`config.mk`:
```
export PLATFORM = sky130hd
export DESIGN_NAME = ampel_timer
export DESIGN_NICKNAME = d
export VERILOG_FILES = /design/src/rtl/ampel_timer.sv
export SDC_FILE = /design/constraint.sdc
export NUM_CORES = 1
export LEC_CHECK = 0
export ABC_AREA = 1
export ABC_CLOCK_PERIOD_IN_PS = 2300
export BUFFER_PORTS_ARGS = -buffer_cell sky130_fd_sc_hd__buf_2
export CAP_MARGIN = 20
export CELL_PAD_IN_SITES_DETAIL_PLACEMENT = 1
export CELL_PAD_IN_SITES_GLOBAL_PLACEMENT = 2
export CORE_ASPECT_RATIO = 1.2
export CORE_MARGIN = 4
export CORE_UTILIZATION = 30
export DETAILED_ROUTE_END_ITERATION = 7
export MAX_ROUTING_LAYER = met4
export PLACE_DENSITY_LB_ADDON = 0.1
export SLEW_MARGIN = 20
export SYNTH_ARGS = -nofsm -noshare
export SYNTH_HDL_FRONTEND = slang
export SYNTH_SLANG_ARGS = --single-unit
export TNS_END_PERCENT = 20
```
`constraint.sdc`:
```
create_clock -name clk -period 2.3 [get_ports clk]
set_clock_uncertainty 0.15 [all_clocks]
set_input_delay 0.23 -clock clk [delete_from_list [all_inputs] [get_ports clk]]
set_output_delay 0.23 -clock clk [all_outputs]
set_load 0.01 [all_outputs]
```
`src/rtl/ampel_timer.sv`:
```
`default_nettype none
// ============================================================================
// Module      : ampel_timer
// Description : Phase countdown timer for the traffic-light controller.
//               The light-sequencing FSM loads a phase length (in whole time
//               ticks). A prescaler divides clk down to ticks, and the timer
//               reports the remaining ticks and phase completion back to the
//               FSM.
//
// Parameters  : TICK_DIV  clk cycles per time tick (>= 1)
//               DIV_W     prescaler width, 2**DIV_W >= TICK_DIV
//
// Ports       : clk    in   1  clock
//               reset  in   1  synchronous, active-high reset
//               load   in   1  load request (sampled every edge)
//               init   in   5  phase length in ticks, valid with load
//               count  out  5  remaining whole ticks in the phase
//               ready  out  1  phase finished (level, held until next load)
//               busy   out  1  count != 0
//               tick   out  1  one-cycle pulse on each decrement
//
// Revision    : 1.0  initial release
// ============================================================================
module ampel_timer #(
    parameter int unsigned TICK_DIV = 50_000_000,
    parameter int unsigned DIV_W    = 26
) (
    input  logic       clk,
    input  logic       reset,
    input  logic       load,
    input  logic [4:0] init,
    output logic [4:0] count,
    output logic       ready,
    output logic       busy,
    output logic       tick
);

    // Prescaler value on the last cycle of a tick period.
    localparam logic [DIV_W-1:0] C_PRESC_LAST = DIV_W'(TICK_DIV - 1);

    logic [DIV_W-1:0] presc_q, presc_d;
    logic [4:0]       count_q, count_d;
    logic             ready_q, ready_d;
    logic             tick_q,  tick_d;

    // Next-state logic. Load has priority over counting; reset is applied
    // in the register block and overrides both.
    always_comb begin
        presc_d = presc_q;
        count_d = count_q;
        ready_d = ready_q;
        tick_d  = 1'b0;

        if (load) begin
            // Restart the phase, also when a phase is still running. A zero
            // length completes immediately without producing a tick.
            count_d = init;
            presc_d = '0;
            ready_d = (init == 5'd0);
        end else if (count_q != 5'd0) begin
            if (presc_q == C_PRESC_LAST) begin
                presc_d = '0;
                count_d = count_q - 5'd1;
                tick_d  = 1'b1;
                // Raise ready on the same edge that count reaches zero.
                if (count_q == 5'd1) begin
                    ready_d = 1'b1;
                end
            end else begin
                presc_d = presc_q + 1'b1;
            end
        end else begin
            // Idle: prescaler parked at zero, ready keeps its last value.
            presc_d = '0;
        end
    end

    always_ff @(posedge clk) begin
        if (reset) begin
            presc_q <= '0;
            count_q <= 5'd0;
            ready_q <= 1'b0;
            tick_q  <= 1'b0;
        end else begin
            presc_q <= presc_d;
            count_q <= count_d;
            ready_q <= ready_d;
            tick_q  <= tick_d;
        end
    end

    assign count = count_q;
    assign ready = ready_q;
    assign tick  = tick_q;
    assign busy  = (count_q != 5'd0);

endmodule
`default_nettype wire
```
# Word level (Yosys, flattened, before mapping)
# Cells that the tools add are included.
dict set report word_totals {
  ff_bits 33
  out_inout_bits 8
  in_bits 8
  elab_cells 26
}
dict set report classes {
  eq_ne 2
  bitwise 1
  n_mux 8
  n_reduce_logical 9
  add_sub_neg 2
}
# op count
set ops {}
lappend ops {{adder 26 x 1 -> 26 bit, second input constant} 1}
lappend ops {{== test 26 bit, second input constant} 1}
lappend ops {{2-to-1 mux 5 bit} 3}
lappend ops {{nonzero test 2 bit} 3}
lappend ops {{== test 5 x 1 -> 1 bit, second input constant} 1}
lappend ops {{zero test 5 bit} 1}
lappend ops {{2-to-1 mux 1 bit} 5}
lappend ops {{nonzero test 5 bit} 1}
lappend ops {{subtractor 5 x 1 -> 5 bit, second input constant} 1}
lappend ops {{OR reduction 4 bit} 1}
lappend ops {{AND reduction 3 bit} 1}
lappend ops {{OR reduction 3 bit} 1}
lappend ops {{AND reduction 2 bit} 1}
lappend ops {{inverter 1 bit} 1}

# Longest topological paths before layout
dict set report logic_depth {
  depth_word 5
  ltp_mapped 10
  ltp_nobuf 10
}

# Worst setup path after synthesis
# No wires, ideal clock.
dict set report synth_timing {
  path_kind {register -> register}
  start {reg count_q[0] (netlist: count[0])}
  end {reg presc_q[12]}
  t_required_ns 2.078
  setup_slack_ns 0.585
  stages_incl_launch_ff 11
  arrival_time_ns 1.492
  path_cell_list {dfxtp_1 > inv_1 > ha_1 > nand2_1 > nor2_1 > nand2_2 > nand2_2 > nor2_4 > inv_2 > buf_6 > nor3b_2}
}
dict set report synth_via {
  elab_chain_len 3
}
# item line_no
set synth_rtl {}
lappend synth_rtl {{start, declared} 42} ;# logic [4:0] count_q, count_d;
lappend synth_rtl {{start signal, assigned} 86} ;# count_q <= count_d;
lappend synth_rtl {{nonzero test 5 bit} n/a}
lappend synth_rtl {{via busy} 34} ;# output logic busy,
lappend synth_rtl {{inverter 1 bit (no source line)} n/a}
lappend synth_rtl {{OR reduction 4 bit (no source line)} n/a}
lappend synth_rtl {{end signal, assigned} 85} ;# presc_q <= presc_d;
lappend synth_rtl {{end, declared} 41} ;# logic [DIV_W-1:0] presc_q, presc_d;
# The timed path passes the listed nets, and every way through them passes these cells.
# A chain may end at the register's enable or synchronous reset.

# Worst setup path in the final report
dict set report layout_timing {
  start {reg presc_q[0]}
  end {reg presc_q[17]}
}
dict set report layout_via {
  elab_chain_len 2
}
# item
set layout_rtl {}
lappend layout_rtl {{branches (longest 2 deep; another with adder 26 x 1 -> 26 bit)}}
# Several ways; the timed one is not identified.

==> run summary <==
I/O Buffers -> 15
WHS Path Cells -> 4
vias per cell -> 4.57
CP top delay family -> simple AND/OR/NAND/NOR gates
Rel. slew slack -> 72.6%
Hold Vio Cnt, Final -> 0
WHS Endpoint -> ready
final slew viol count -> 0
Post-synth ARST share -> 0%
Total Wirelength -> 4970 um
clock-pin slew on the worst setup and hold paths -> 0.07 ns
# IOs -> 16
critical path cell sequence -> ha_1 -> nand3_2 -> nor2_4 -> nand3_2 -> nor2_4 -> nor2_4 -> inv_2 -> nor2_1
R2R cell count -> 8
Setup CP Type -> flop to flop
area growth from synthesis to layout -> 15.1%
H-tree Lvls -> 2
hold slack -> 0.0947 ns
RSZ-0062 raised after global routing -> no
antenna-violating nets left -> 0
R2R Setup Slk -> 0.34 ns
FF+latch count, synth -> 33
crit end category -> flop
post-route design area -> 2110 um^2
Synthesized Nets -> 284
CP max FO -> 20
total gr overflow -> 0
Cells after Synth -> 273
largest net degree at the start of global routing -> 21
Worst-Skew Late Latency -> 0.28 ns
CTS tree -> yes
Final Cycle Share -> 85.2%
Iter 0 DRT Violations -> 38
initial antenna violation count -> 0
Core Rows -> 30
Slew @ Worst Pin -> 0.410 ns
number of global-route vias before repair -> 1724
Final min period -> 1.96 ns
Power Density -> 554 nW/um^2
fillcell total -> 767
Post-Syn Area -> 1840 um^2
crit start category -> flop
first-pass GRT wire length -> 8050 um
post-DP HPWL -> 4080 um
Synth cell types -> 30
GRT Overall Usage -> 14.5%
Die Wd -> 79.4 um
FMAX -> 510 MHz
Core ar. -> 5780 um^2
Avg Cell Area, Syn -> 6.72 um^2
status -> complete, no violations
Area after DPL -> 2000 um^2
die area -> 7440 um^2
Synth area leader -> dfxtp_1
Hold Path Class -> primary input to flop
CTS resizes -> 0
share of cells above drive strength 1 -> 16.6%
Antenna diodes -> 0
vertical die dimension -> 93.7 um
Multi-input gate area -> 1030 um^2
Layout Nets -> 306
Synth Warn # -> 0
Initial DRT Pass Iterations -> 4
Residual DRC -> 0
largest cells by area after synthesis -> dfxtp_1 36%, nand2_1 14%, nor2_1 11%, inv_1 5.1%, a21oi_1 4.1%
clock root cell -> clkbuf_8
commonest cells after routing, fill and taps aside -> 69 x nand2_1, 53 x nor2_1, 33 x dfxtp_1, 25 x inv_1
Post-synth EDFFs -> 0
slowest CP cell -> dfxtp_1
Design Power -> 1.17 mW
WL per Instance -> 13.2 um
most frequent CP cell -> nor2_4
post-synthesis sequential area ratio -> 36.0%
Sink Count -> 33
WP data required -> 2.31 ns
via count -> 1718
Setup-failing EPs final -> 0
Hold Crit Start -> init[0]
Pleak -> 0.757 nW
setup_tns -> 0 ns
VDD IR max -> 0.212 mV
WP data arrival -> 1.97 ns
worst r2r dst -> presc_q[17]
slowest stage delay, CP -> 0.35 ns
register area -> 661 um^2
worst r2r src -> presc_q[0]
crit path buf inv count -> 1
RePlAce Congestion -> 0.774
Starting Density -> 31.8%
most common cell after layout, fill and taps aside -> nand2_1
CTS Buf Count -> 5
total of max-cap violations -> 0
Max clock buf depth -> 2
post-synth top area share -> 36.0%
Main synth FF type -> dfxtp_1
==> report_power, final <==
group | switching (mW) | total (mW) | internal, mW
combinational | 0.0607 | 0.0949 | 0.0342
clock | 0.216 | 0.487 | 0.271
sequential | 0.00911 | 0.590 | 0.581
total | 0.286 | 1.17 | 0.885
==> worst reg2reg max path, cell delays in order (launching register included) <==
cell and delay [ns]:
dfxtp_1 0.35, ha_1 0.21, nand3_2 0.14, nor2_4 0.20
nand3_2 0.14, nor2_4 0.15, nor2_4 0.07, inv_2 0.31
nor2_1 0.10
==> kinds of logic (layout without fill, tap and decap cells) <==
family          after synthesis  after routing  share of synthesized area [%]
fa+ha+maj                     3              3                           2.05
xor+xnor                      9              9                           4.29
buf+inv                      33             56                           7.63
flops                        33             33                           36.0
compound gates               24             24                           6.89
simple gates                171            171                           43.1
==> worst max path at each step <==
| stage | depth (start not counted) | start | slack (ns) | to |
|---|---|---|---|---|
| floorplan | 10 | count[0] | 0.59 | presc_q[12] |
| global placement | 8 | presc_q[0] | 0.37 | presc_q[16] |
| CTS | 8 | presc_q[0] | 0.31 | presc_q[17] |
| finish | 8 | presc_q[0] | 0.34 | presc_q[17] |
| detailed placement | 8 | presc_q[0] | 0.32 | presc_q[1] |
| global route | 8 | presc_q[0] | 0.16 | presc_q[8] |
==> registers in the layout, indices dropped and copies added (netlist names) <==
register	cells
count	5
presc_q	26
ready	1
tick	1
==> cells in the mapped netlist (2+ instances only) <==
| cell type | n |
|---|---|
| a21oi_1 | 15 |
| inv_2 | 4 |
| xor2_1 | 5 |
| xnor2_1 | 4 |
| o21ai_0 | 6 |
| inv_1 | 25 |
| nor2_4 | 4 |
| nor2_1 | 53 |
| nand3_1 | 14 |
| nand3_2 | 4 |
| nand2_2 | 5 |
| nor2_2 | 2 |
| ha_1 | 3 |
| nand3b_1 | 2 |
| nor4_1 | 2 |
| dfxtp_1 | 33 |
| nor3_1 | 7 |
| nand2_1 | 69 |
| buf_6 | 2 |
| nand4_1 | 4 |
==> area by class of cell <==
class / count / share of cell area, %
clock inverter: 1 / 0.237
inverter: 29 / 5.15
tap: 80 / 4.74
sequential: 33 / 31.3
timing repair buffer: 19 / 5.09
multi-input combinational: 207 / 49.0
clock buffer: 7 / 4.56
==> metal layers <==
layer,share of wire [%],up-vias,GRT usage (%)
li1,-,905,-
met1,42,786,15.2
met2,54,20,27.2
met3,2.2,7,2.88
met4,1.6,0,4.44
met5,0,-,-
==> timing repair <==
action	CTS	global route
endpoints found under the hold margin	2	0
hold buffers	1	0
endpoints found under the setup margin	0	0
buffers inserted	0	0
==> per-stage QoR <==
step                      std cells  setup WS (ns)  util [%]
after floorplan                 273          0.585         -
after global placement          367          0.366      34.6
after detailed placement        367          0.325      34.6
after CTS                       376          0.307      36.6
after global routing            376          0.164      36.6
final                           376          0.340      36.6
Note: power is estimated with default switching activity, not from simulation.
